$ cat config.mk
export PLATFORM = sky130hd
export DESIGN_NAME = quad_decoder_flat
export DESIGN_NICKNAME = d
export VERILOG_FILES = /design/src/rtl/quad_decoder_if.sv /design/src/rtl/quad_decoder.sv /design/src/flat_wrapper.sv
export SDC_FILE = /design/constraint.sdc
export NUM_CORES = 1
export LEC_CHECK = 0
export CORE_UTILIZATION = 45
export DETAILED_ROUTE_END_ITERATION = 8
export PLACE_DENSITY = 0.66
export SETUP_SLACK_MARGIN = 0.15
export SKIP_LAST_GASP = 1
export SYNTH_ARGS = -nofsm -noshare
export SYNTH_HDL_FRONTEND = slang
export SYNTH_SLANG_ARGS = --single-unit
$ cat constraint.sdc
create_clock -name clk -period 5.4 [get_ports clk]
set_input_delay 0.54 -clock clk [delete_from_list [all_inputs] [get_ports clk]]
set_output_delay 0.54 -clock clk [all_outputs]
set_load 0.005 [all_outputs]
$ cat src/rtl/quad_decoder_if.sv
// Quadrature decoder bus interface.
// Bundles the encoder-side inputs and the position/status outputs of
// quad_decoder so the block can be dropped between encoder pins and the
// position consumers with a single port.
//   i_a_in  raw encoder phase A (asynchronous)
//   i_b_in  raw encoder phase B (asynchronous)
//   i_clr   synchronous clear of position and error
//   o_pos   wrapping position count (WIDTH bits)
//   o_dir   direction of last accepted step (1 up, 0 down)
//   o_step  one-clock pulse per accepted step
//   o_wrap  one-clock pulse when the position wraps
//   o_err   sticky illegal-transition flag
// master: the side driving the encoder inputs; slave: the decoder itself.
interface quad_decoder_if #(
  parameter int WIDTH = 16
);
  logic             i_a_in;
  logic             i_b_in;
  logic             i_clr;
  logic [WIDTH-1:0] o_pos;
  logic             o_dir;
  logic             o_step;
  logic             o_wrap;
  logic             o_err;

  modport master (
    output i_a_in, i_b_in, i_clr,
    input  o_pos, o_dir, o_step, o_wrap, o_err
  );

  modport slave (
    input  i_a_in, i_b_in, i_clr,
    output o_pos, o_dir, o_step, o_wrap, o_err
  );
endinterface

$ cat src/rtl/quad_decoder.sv
// Quadrature (A/B) encoder front end.
// Synchronises and glitch-filters the two raw encoder phases, decodes the
// Gray-code transitions into up/down steps and keeps a wrapping position.
//   clk    clock, rising edge
//   rst_n  synchronous active-low reset
//   bus    quad_decoder_if.slave: i_a_in/i_b_in/i_clr in,
//          o_pos/o_dir/o_step/o_wrap/o_err out
// Parameters: WIDTH position width, FILT clocks a synchronised phase must
// hold a new level before it is accepted (>=1).
module quad_decoder #(
  parameter int WIDTH = 16,
  parameter int FILT  = 4
) (
  input  logic           clk,
  input  logic           rst_n,
  quad_decoder_if.slave  bus
);

  localparam int            CW      = (FILT > 1) ? $clog2(FILT) : 1;
  localparam logic [CW-1:0] CNT_MAX = CW'(FILT - 1);

  typedef enum logic {
    S_INIT,
    S_RUN
  } state_t;

  // Phase vectors are packed as {A,B}.
  logic [1:0]       r_syncMeta;
  logic [1:0]       r_syncOut;
  logic [1:0]       r_filt;
  logic [CW-1:0]    r_cnt [2];
  logic [1:0]       r_prev;
  logic [WIDTH-1:0] r_pos;
  logic             r_dir;
  logic             r_step;
  logic             r_wrap;
  logic             r_err;
  state_t           r_state;
  logic [1:0]       r_initCnt;

  state_t           w_nextState;
  logic [1:0]       w_nextInitCnt;
  logic             w_run;
  logic [1:0]       w_diff;
  logic             w_single;
  logic             w_illegal;
  logic             w_up;
  logic             w_down;

  // Two-flop synchroniser for both phases.
  always_ff @(posedge clk) begin
    if (!rst_n) begin
      r_syncMeta <= '0;
      r_syncOut  <= '0;
    end else begin
      r_syncMeta <= {bus.i_a_in, bus.i_b_in};
      r_syncOut  <= r_syncMeta;
    end
  end

  // Init window state register: three edges after reset release.
  always_ff @(posedge clk) begin
    if (!rst_n) begin
      r_state   <= S_INIT;
      r_initCnt <= '0;
    end else begin
      r_state   <= w_nextState;
      r_initCnt <= w_nextInitCnt;
    end
  end

  always_comb begin
    w_nextState   = r_state;
    w_nextInitCnt = r_initCnt;
    w_run         = 1'b0;
    case (r_state)
      S_INIT: begin
        w_nextInitCnt = r_initCnt + 2'd1;
        if (r_initCnt == 2'd2) begin
          w_nextState   = S_RUN;
          w_nextInitCnt = '0;
        end
      end
      S_RUN: begin
        w_run = 1'b1;
      end
      default: begin
        w_nextState = S_INIT;
      end
    endcase
  end

  // Glitch filter: a phase is accepted only after the synchronised level has
  // disagreed with the filtered level for FILT consecutive edges. During the
  // init window the filter simply follows the synchroniser.
  always_ff @(posedge clk) begin
    if (!rst_n) begin
      r_filt   <= '0;
      r_cnt[0] <= '0;
      r_cnt[1] <= '0;
    end else if (!w_run) begin
      r_filt   <= r_syncOut;
      r_cnt[0] <= '0;
      r_cnt[1] <= '0;
    end else begin
      for (int i = 0; i < 2; i++) begin
        if (r_syncOut[i] != r_filt[i]) begin
          if (r_cnt[i] == CNT_MAX) begin
            r_filt[i] <= r_syncOut[i];
            r_cnt[i]  <= '0;
          end else begin
            r_cnt[i] <= r_cnt[i] + CW'(1);
          end
        end else begin
          r_cnt[i] <= '0;
        end
      end
    end
  end

  // For a single-bit Gray change the move is "up" exactly when the old A
  // equals the new B (00->10, 10->11, 11->01, 01->00).
  always_comb begin
    w_diff    = r_prev ^ r_filt;
    w_single  = w_diff[1] ^ w_diff[0];
    w_illegal = w_run & w_diff[1] & w_diff[0];
    w_up      = w_run & w_single & (r_prev[1] == r_filt[0]);
    w_down    = w_run & w_single & (r_prev[1] != r_filt[0]);
  end

  // Decode and position register. Clear is applied last so that it wins over
  // a same-cycle count or error, while step/dir are still reported.
  always_ff @(posedge clk) begin
    if (!rst_n) begin
      r_prev <= '0;
      r_pos  <= '0;
      r_dir  <= 1'b0;
      r_step <= 1'b0;
      r_wrap <= 1'b0;
      r_err  <= 1'b0;
    end else begin
      r_step <= 1'b0;
      r_wrap <= 1'b0;
      if (!w_run) begin
        r_prev <= r_syncOut;
      end else begin
        r_prev <= r_filt;
        if (w_up || w_down) begin
          r_step <= 1'b1;
          r_dir  <= w_up;
          if (!bus.i_clr) begin
            if (w_up) begin
              r_pos  <= r_pos + WIDTH'(1);
              r_wrap <= &r_pos;
            end else begin
              r_pos  <= r_pos - WIDTH'(1);
              r_wrap <= ~|r_pos;
            end
          end
        end
        if (w_illegal) begin
          r_err <= 1'b1;
        end
      end
      if (bus.i_clr) begin
        r_pos <= '0;
        r_err <= 1'b0;
      end
    end
  end

  assign bus.o_pos  = r_pos;
  assign bus.o_dir  = r_dir;
  assign bus.o_step = r_step;
  assign bus.o_wrap = r_wrap;
  assign bus.o_err  = r_err;

endmodule

$ cat src/flat_wrapper.sv
// flat-port wrapper written by rule: the top's interface ports become plain ports
module quad_decoder_flat 
#(
  parameter int WIDTH = 16,
  parameter int FILT  = 4
)
  (clk, rst_n, bus_i_a_in, bus_i_b_in, bus_i_clr, bus_o_pos, bus_o_dir, bus_o_step, bus_o_wrap, bus_o_err);
  quad_decoder_if #(.WIDTH(WIDTH)) bus_i ();
  input  logic clk;
  input  logic rst_n;
  input wire logic [$bits(bus_i.i_a_in)-1:0] bus_i_a_in;
  input wire logic [$bits(bus_i.i_b_in)-1:0] bus_i_b_in;
  input wire logic [$bits(bus_i.i_clr)-1:0] bus_i_clr;
  output wire logic [$bits(bus_i.o_pos)-1:0] bus_o_pos;
  output wire logic [$bits(bus_i.o_dir)-1:0] bus_o_dir;
  output wire logic [$bits(bus_i.o_step)-1:0] bus_o_step;
  output wire logic [$bits(bus_i.o_wrap)-1:0] bus_o_wrap;
  output wire logic [$bits(bus_i.o_err)-1:0] bus_o_err;
  assign bus_i.i_a_in = bus_i_a_in;
  assign bus_i.i_b_in = bus_i_b_in;
  assign bus_i.i_clr = bus_i_clr;
  assign bus_o_pos = bus_i.o_pos;
  assign bus_o_dir = bus_i.o_dir;
  assign bus_o_step = bus_i.o_step;
  assign bus_o_wrap = bus_i.o_wrap;
  assign bus_o_err = bus_i.o_err;
  quad_decoder #(.WIDTH(WIDTH), .FILT(FILT)) u_core (.clk(clk), .rst_n(rst_n), .bus(bus_i));
endmodule
======== After elaboration in Yosys (flattened, before gate mapping) ========
Memory sizes are Yosys's and may differ from the RTL's.
Index checks and enable logic that the tools add are counted.
operators by class
  divide/modulo/power cells ............... 0
  add/sub/neg operators ................... 5
  reductions and logical operators ........ 11
  shift-type cells ........................ 0
  equality and inequality tests ........... 11
  mux-type cells .......................... 53
  multipliers ............................. 0
  bitwise gates (word level) .............. 18
  $lt $le $gt $ge ......................... 0
operators by type and width
  kind                     count
  $mux W1                  41
  $mux W2                  11
  $add A16 B1 Y16 const B  1
  $mux W16                 1
  $reduce_and A16 Y1       1
  $reduce_or A16 Y1        1
  $sub A16 B1 Y16 const B  1
  $reduce_and A2 Y1        5
  $ne A2 B2 Y1 const B     4
  $or A1 B1 Y1             8
  $add A2 B1 Y2 const B    3
  $eq A2 B2 Y1 const B     3
  $and A1 B1 Y1            5
  $reduce_or A4 Y1         1
  $ne A1 B1 Y1             3
  $not A1 Y1               3
  $reduce_or A2 Y1         1
  $xor A2 B2 Y2            1
  $eq A1 B1 Y1             1
  $logic_not A1 Y1         1
  $logic_or A1 B1 Y1       1
  $xor A1 B1 Y1            1
storage, ports and cells
  logic and storage cells ................. 111
  memory bits (read-only) ................. 0
  RAM bits ................................ 4
  memories kept ........................... 1
  bits in latches ......................... 0
  output and inout bits ................... 20
  register bits after elaboration ......... 31
memory list
  name          words  bits a word  read ports  clocked after Yosys merged registers in  write ports  line                text
  u_core.r_cnt  2      2            2           0                                        2            quad_decoder.sv:31  logic [CW-1:0] r_cnt [2];

======== Logic depth before layout (Yosys ltp) ========
Gate-level depths: netlist (run 1).
  depth after elaboration ................. 9
  depth in mapped cells ................... 12

======== Worst setup path before layout (run 1) ========
OpenSTA, ideal clock, no wires.
  kind .................................... register to register
  from .................................... reg u_core.r_filt[1]
  to ...................................... reg u_core.r_pos[13] (netlist: u_core.bus.o_pos[13])
  stages on the path, launching flop included .. 12
  arrival time ............................ 2.829 ns
  buffers on the path ..................... 1
  path slack .............................. 2.440 ns
  setup time .............................. 0.130 ns
  clock period less this slack ............ 2.960 ns
  cells stage by stage .................... dfxtp_1 > buf_2 > xnor2_1 > xnor2_2 > nand3_2 > ha_1 > o211ai_1 > o21ai_1 > a31o_2 > a211o_1 > a2111oi_2 > a211oi_1
on the way
  word-level cells in the longest chain between the ends .. 6
ends and longest elaborated chain
  item                                line                                      text
  from (decl)                         quad_decoder.sv:30                        logic [1:0] r_filt;
  from (signal assigned)              quad_decoder.sv:102                       r_filt <= r_syncOut;
  from (signal, indexed assignment)   quad_decoder.sv:109                       r_filt[i] <= r_syncOut[i];
  $xor A2 B2 Y2 *                     quad_decoder.sv:124                       w_diff = r_prev ^ r_filt;
  $xor A1 B1 Y1 *                     quad_decoder.sv:125                       w_single = w_diff[1] ^ w_diff[0];
  $and A1 B1 Y1 *                     quad_decoder.sv:127, quad_decoder.sv:128
  $and A1 B1 Y1 (on tied branches)    quad_decoder.sv:127, quad_decoder.sv:128
  $logic_or A1 B1 Y1                  quad_decoder.sv:148                       if (w_up || w_down) begin
  $reduce_and A2 Y1 (no source line)  n/a
  to (signal assigned)                quad_decoder.sv:153                       r_pos <= r_pos + WIDTH'(1);
  to (signal assigned)                quad_decoder.sv:156                       r_pos <= r_pos - WIDTH'(1);
  to (decl)                           quad_decoder.sv:33                        logic [WIDTH-1:0] r_pos;
Every way passes the cells marked *; elsewhere a longest branch is shown, timed or not.
A chain may end at the register's enable or synchronous reset.

======== Final worst setup path (run 1) ========
  from .................................... reg u_core.r_filt[0]
  to ...................................... reg u_core.r_pos[14] (netlist: u_core.bus.o_pos[14])
on the way
  word-level cells in the longest chain between the ends .. 6
ends and longest elaborated chain
  item                                line
  $xor A2 B2 Y2                       quad_decoder.sv:124
  $xor A1 B1 Y1                       quad_decoder.sv:125
  $and A1 B1 Y1                       quad_decoder.sv:127, quad_decoder.sv:128
  $and A1 B1 Y1 (on tied branches)    quad_decoder.sv:127, quad_decoder.sv:128
  $logic_or A1 B1 Y1                  quad_decoder.sv:148
  $reduce_and A2 Y1 (no source line)  n/a
Several ways; a longest one is shown, not always the timed one.

==> results of run 1 <==
-- worst max-delay path by stage --
stage                     cells after the start              from              endpoint  slack (ns)
after floorplan                              11  u_core.r_filt[1]  u_core.bus.o_pos[13]        2.44
after global placement                       10  u_core.r_filt[0]  u_core.bus.o_pos[13]        2.15
after detailed placement                     10  u_core.r_filt[0]  u_core.bus.o_pos[14]        2.02
after CTS                                    10  u_core.r_filt[0]  u_core.bus.o_pos[14]        1.99
after global routing                         10  u_core.r_filt[0]  u_core.bus.o_pos[14]        1.69
final                                        10  u_core.r_filt[0]  u_core.bus.o_pos[14]        1.98
-- logic make-up (layout without fill, tap and decap cells) --
group | count (synthesis) | after routing | synth area share [%]
flip-flops | 35 | 35 | 34.1
multiplexers | 4 | 4 | 1.84
adder cells (fa/ha/maj) | 18 | 18 | 10.7
buffers and inverters | 16 | 35 | 3.51
AND/OR/NAND/NOR | 99 | 99 | 23.5
AO/OA/AOI/OAI | 66 | 66 | 19.1
other | 1 | 4 | 0.172
XOR/XNOR | 16 | 16 | 7.14
-- metrics by stage --
step / cell area (sq um) / utilization (%)
6_report: 2520 / 55.9
5_1_grt: 2520 / 55.9
4_1_cts: 2520 / 55.9
3_5_place_dp: 2430 / 53.9
3_3_place_gp: 2430 / 53.9
2_1_floorplan: 2190 / -
-- routing by layer --
layer,vias to the layer above,part of all wire [%],wire (um),global-route usage (%)
met3,5,4.1,196,3.80
met1,911,51,2440,28.5
li1,971,-,-,-
met5,-,0,0,0
met4,0,1.2,59,6.54
met2,38,44,2130,30.6
-- sequential cells by signal (all words and copies together) (netlist names) --
register	flops
u_core.bus.o_pos	16
u_core.r_cnt	4
u_core.r_filt	2
u_core.r_initCnt	2
u_core.r_prev	2
u_core.r_syncMeta	2
u_core.r_syncOut	2
u_core.bus.o_dir	1
u_core.bus.o_err	1
u_core.bus.o_step	1
u_core.bus.o_wrap	1
u_core.r_state	1
-- layout by cell type, fill, tap and decap left out, types with 3 or more instances in the layout --
master            n
a21boi_0          5
inv_1             3
nor4_1            9
nand2_1          30
nor4b_1           3
xor2_1            3
nand4_1           9
nand3_1           9
o211ai_1          5
nor2_1           11
nor3_1            9
o21ai_0          13
nor2b_1           5
dfxtp_1          31
xnor2_1          11
ha_1             17
clkbuf_8          5
conb_1            4
clkdlybuf4s50_1  24
edfxtp_1          4
a21o_1            4
a211oi_1          6
a21oi_1          23
and2_1            6
mux2i_1           4
-- synth_stat cells (7+ instances only) --
cell,instances,area [sq um]
buf_2,7,35.0
dfxtp_1,31,621
nand3_1,9,45.0
a21oi_1,23,115
nor3_1,9,45.0
o21ai_0,13,65.1
xnor2_1,11,96.3
nand4_1,9,56.3
ha_1,17,213
nor2_1,11,41.3
nor4_1,9,56.3
nand2_1,30,113
-- where the power goes --
group | switching, mW | internal, mW
combinational | 0.0456 | 0.0366
clock | 0.109 | 0.0926
sequential | 0.0105 | 0.271
-- worst reg2reg max path, delay by kind of cell, from the launching register on --
kind / cells / cell delay [ns]
and+or+nand+nor: 4 / 1.01
muxes: 1 / 0.18
AOI/OAI and AO/OA: 2 / 0.63
DFF: 1 / 0.50
xor gates and xnor gates: 2 / 0.41
adders and majority gates: 1 / 0.59
-- cell type report --
cell class | instances | area share, %
tap | 52 | 2.58
multi-input combinational | 207 | 54.4
clock buffer | 5 | 2.73
sequential | 35 | 29.4
inverter | 3 | 0.447
timing repair buffer | 24 | 9.54
clock inverter | 3 | 0.895
==> results.yml, run 1 <==
worst_setup_path:
  path_cells: "xor2_2 > xnor2_2 > nand3_2 > fa_1 > a211oi_1 > nor4_1 > nor3_1 > o21ai_0 > mux2i_1 > nand3_1"
  crit_buf_inv: 0
  slowest_stage: "fa_1"
  timing.reg2reg.setup_slack_ns: 1.98
  reg2reg_depth: 10
  r2r-start: "u_core.r_filt[0]"
  start_kind: "flop"
  cp-end-kind: "flop"
  critical_path_class: "reg -> reg"
  slowest_delay_ns: 0.59
  cp_data_arrival_time_ns: 3.60
  cp_max_fo: 18
  critPathTopFamily: "simple AND/OR/NAND/NOR gates"
  r2r-end: "u_core.bus.o_pos[14]"
  cp.required_ns: 5.58
timing:
  max_freq_mhz: 292
  hold_violations: 0
  grt_setup_unrepaired: "no"
  finalCritPeriodShare_pct: 63.4
  whs_ns: 0.441
  finalWorstSetupSlack_ns: 1.98
  maxSlewHeadroom_pct: 43.6
  final_max_slew_viol_count: 0
  finClkSkew_ns: 0.00675
  tightest_slew_ns: 0.843
  finalSetupViolCount: 0
  finalCriticalPeriod_ns: 3.42
  final.setup.tns_ns: 0
logic_synthesis:
  synth_cell_types: 45
  yosysWarnings: 0
  netlist_instances: 255
  synth-seq-area-share_pct: 34.1
  synth_area_sq_um: 2170
  ys_seq_elements: 35
  synth_edf_count: 4
  async_flop_share_pct: 0
  ys.flop_type: "dfxtp_1"
  avgSynthCellArea_sq_um: 8.53
floorplanning:
  die_w_um: 71.5
  die_height_um: 71.5
  dieArea_sq_um: 5110
  rows: 24
  core_sq_um: 4500
  start_util_pct: 48.3
  ioPinCount: 25
cts:
  clk_pin_slew_worst_paths_ns: 0.08
  hold_buffers: 0
  cts_buffer_depth: 2
  cts_setup_buffers: 0
  cts_sinks: 35
  cts_buffers: 5
  clock_latency_ns: 0.30
  clock-root-buffer: "clkbuf_8"
  cts_tree: "yes"
  htreeDepth: 2
  cts_resized: 0
grt:
  grt_start_max_net_pins: 24
  grt_first_pass_wirelength_um: 7950
  grtUsageTotal_pct: 20.0
  grt_pass1_vias: 1639
  gr-total-overflow: 0
  grt_antenna_before_repair: 0
placed_design:
  hpwl_um: 3480
  place_inst: 321
  routabilityCongestion: 0.823
  numPortBuffers: 24
  dp_slack_ns: 2.02
layout:
  num_antenna_cells: 0
  fillers: 432
  nets: 299
  drive_gt1_share_pct: 5.05
  stdcell_count: 329
  area_delta_synth_final_pct: 15.8
  multiInputGateArea_sq_um: 1370
  seqCellArea_sq_um: 741
drt:
  firstDrtPassIters: 4
  avgViaCountPerCell: 5.85
  vias: 1925
  wirelength_um: 4830
  drc: 0
  drt_iter0_drc: 123
  ant_nets: 0
  wl_per_cell_um: 14.7
min_path:
  hold_class: "reg -> reg"
  hold-path-endpoint: "u_core.r_syncOut[1]"
  min_delay_path_depth: 1
  worstHoldStart: "u_core.r_syncMeta[1]"
run:
  maxCapViolations: 0
power_and_ir_drop:
  power.total_mw: 0.565
  power_density_nw_per_um2: 225
  p_leak_nw: 0.969
  ir_drop_uv: 140
run_status:
  status: "finished clean"
Note: power is estimated with default switching activity, not from simulation.
==> run 2: changes to the inputs <==
PLACE_DENSITY = 0.69   (was 0.66)
clock period = 2.9 ns   (was 5.4 ns; I/O delays follow)
==> results.yml, run 2 (same netlist as run 1, synthesis figures left out) <==
drt:
  firstDrtPassIters: 4
  avgViaCountPerCell: 5.87
  drt_iter0_drc: 159
  ant_nets: 0
  wirelength_um: 5620
  wl_per_cell_um: 16.1
  vias: 2042
  drc: 0
power_and_ir_drop:
  power_density_nw_per_um2: 385
  p_seq_share_pct: 47.7
  pwr-share-comb_pct: 18.7
  power_frac_clock_pct: 33.7
  internal_power_mw: 0.772
  power.total_mw: 1.09
  sw_frac_of_total_pct: 29.4
  netSwitchingPower_mw: 0.321
  ir_drop_uv: 330
  p_leak_nw: 1.09
layout:
  multiInputGateArea_sq_um: 1530
  layout_common_cells: "nand2_1, dfxtp_1, clkdlybuf4s50_1"
  area_delta_synth_final_pct: 30.4
  finalInstanceArea_sq_um: 2840
  fillers: 383
  nets: 318
  seqCellArea_sq_um: 751
  drive_gt1_share_pct: 17.6
  num_antenna_cells: 0
  stdcell_count: 348
  final_common_cell: "nand2_1"
  largest_reg_flops: 16
grt:
  grt_start_max_net_pins: 16
  grtUsageMet2_pct: 37.4
  grtUsageTotal_pct: 21.9
  grt_first_pass_wirelength_um: 8770
  busiest_layer: "met2"
  grt_pass1_vias: 1837
  gr-total-overflow: 0
  met3_usage_pct: 3.52
  grt_antenna_before_repair: 0
  use_met1_pct: 28.6
cts:
  cts_buffers: 5
  cts_sinks: 35
  hold_buffers: 0
  cts_tree: "yes"
  clock-root-buffer: "clkbuf_8"
  cts_buffer_depth: 2
  clk_pin_slew_worst_paths_ns: 0.08
  htreeDepth: 2
  clock_latency_ns: 0.29
timing:
  grt_setup_unrepaired: "yes"
  final_max_slew_viol_count: 0
  max_freq_mhz: 360
  finalSetupViolCount: 0
  finClkSkew_ns: 0.00301
  finalWorstSetupSlack_ns: 0.123
  whs_ns: 0.440
  finalCriticalPeriod_ns: 2.78
  finalCritPeriodShare_pct: 95.8
  hold_violations: 0
min_path:
  hold_class: "reg -> reg"
  min_delay_path_depth: 1
  worstHoldStart: "u_core.r_syncMeta[0]"
  hold-path-endpoint: "u_core.r_syncOut[0]"
worst_setup_path:
  start_kind: "flop"
  r2r-start: "u_core.r_filt[0]"
  reg2reg_depth: 11
  timing.reg2reg.setup_slack_ns: 0.12
  cp.required_ns: 3.07
  cp_max_fo: 8
  critical_path_class: "reg -> reg"
  r2r-end: "u_core.bus.o_pos[13]"
  cp-end-kind: "flop"
  cp_data_arrival_time_ns: 2.95
placed_design:
  hpwl_um: 3940
  dp_slack_ns: 0.0867
  routabilityCongestion: 0.863
  numPortBuffers: 24
  postPlaceCellArea_sq_um: 2600
  place_inst: 335
run:
  maxCapViolations: 0
floorplanning:
  die_w_um: 71.5
  dieArea_sq_um: 5110
  start_util_pct: 48.3
  rows: 24
  core_sq_um: 4500
  ioPinCount: 25
  die_height_um: 71.5
run_status:
  status: "finished clean"
==> run 2: how the worst max path moves through the flow <==
| stage | end | startpoint | depth (start not counted) | slack (ns) |
|---|---|---|---|---|
| 3_3_place_gp | u_core.bus.o_pos[15] | u_core.r_prev[1] | 11 | 0.12 |
| 4_1_cts | u_core.bus.o_pos[13] | u_core.r_prev[1] | 11 | 0.15 |
| 3_5_place_dp | u_core.bus.o_pos[13] | u_core.r_prev[1] | 11 | 0.09 |
| 5_1_grt | u_core.bus.o_pos[13] | u_core.r_filt[0] | 11 | -0.02 |
| 2_1_floorplan | u_core.bus.o_pos[14] | u_core.r_filt[0] | 11 | 0.15 |
| 6_report | u_core.bus.o_pos[13] | u_core.r_filt[0] | 11 | 0.12 |
==> run 2: power groups by stage <==
stage / sequential, mW / combinational, mW / clock, mW
finish: 0.521 / 0.204 / 0.368
global route: 0.523 / 0.223 / 0.403
CTS: 0.520 / 0.182 / 0.381
detailed placement: 0.531 / 0.180 / 0
global placement: 0.530 / 0.178 / 0
floorplan: 0.528 / 0.129 / 0
==> run 2: timing repair <==
action	in CTS	in global routing
resized for setup	7	19
setup buffers	0	5
hold endpoints to repair	0	0
endpoints found under the setup margin	5	7
pin swaps	3	12
==> run 2: cell type report <==
type	instances	area share, %
clock buffer	5	2.43
clock inverter	3	0.838
inverter	3	0.397
timing repair buffer	43	13.8
sequential	35	26.5
tap	52	2.29
multi-input combinational	207	53.8
==> run 2: worst max-delay path, cell delays in order (launching register included) <==
cell	delay, ns
dfxtp_4	0.38
xor2_4	0.20
xnor2_4	0.22
nand3_4	0.13
buf_8	0.17
ha_4	0.22
o211ai_1	0.25
o21ai_2	0.11
a31o_2	0.21
a211o_1	0.33
a2111oi_2	0.35
a211oi_1	0.08
==> run 2: routing by layer <==
layer / wire (um) / up-vias / part of all wire (%)
met5: 0 / - / 0
met4: 98 / 0 / 1.7
met3: 147 / 13 / 2.6
met2: 2770 / 38 / 49
met1: 2600 / 979 / 46
li1: - / 1012 / -
==> run 2: metrics by stage <==
step | utilization (%) | setup TNS [ns]
floorplan | - | 0
global placement | 57.7 | 0
detailed placement | 57.7 | 0
CTS | 60.0 | 0
global route | 62.9 | -0.0304
finish | 62.9 | 0
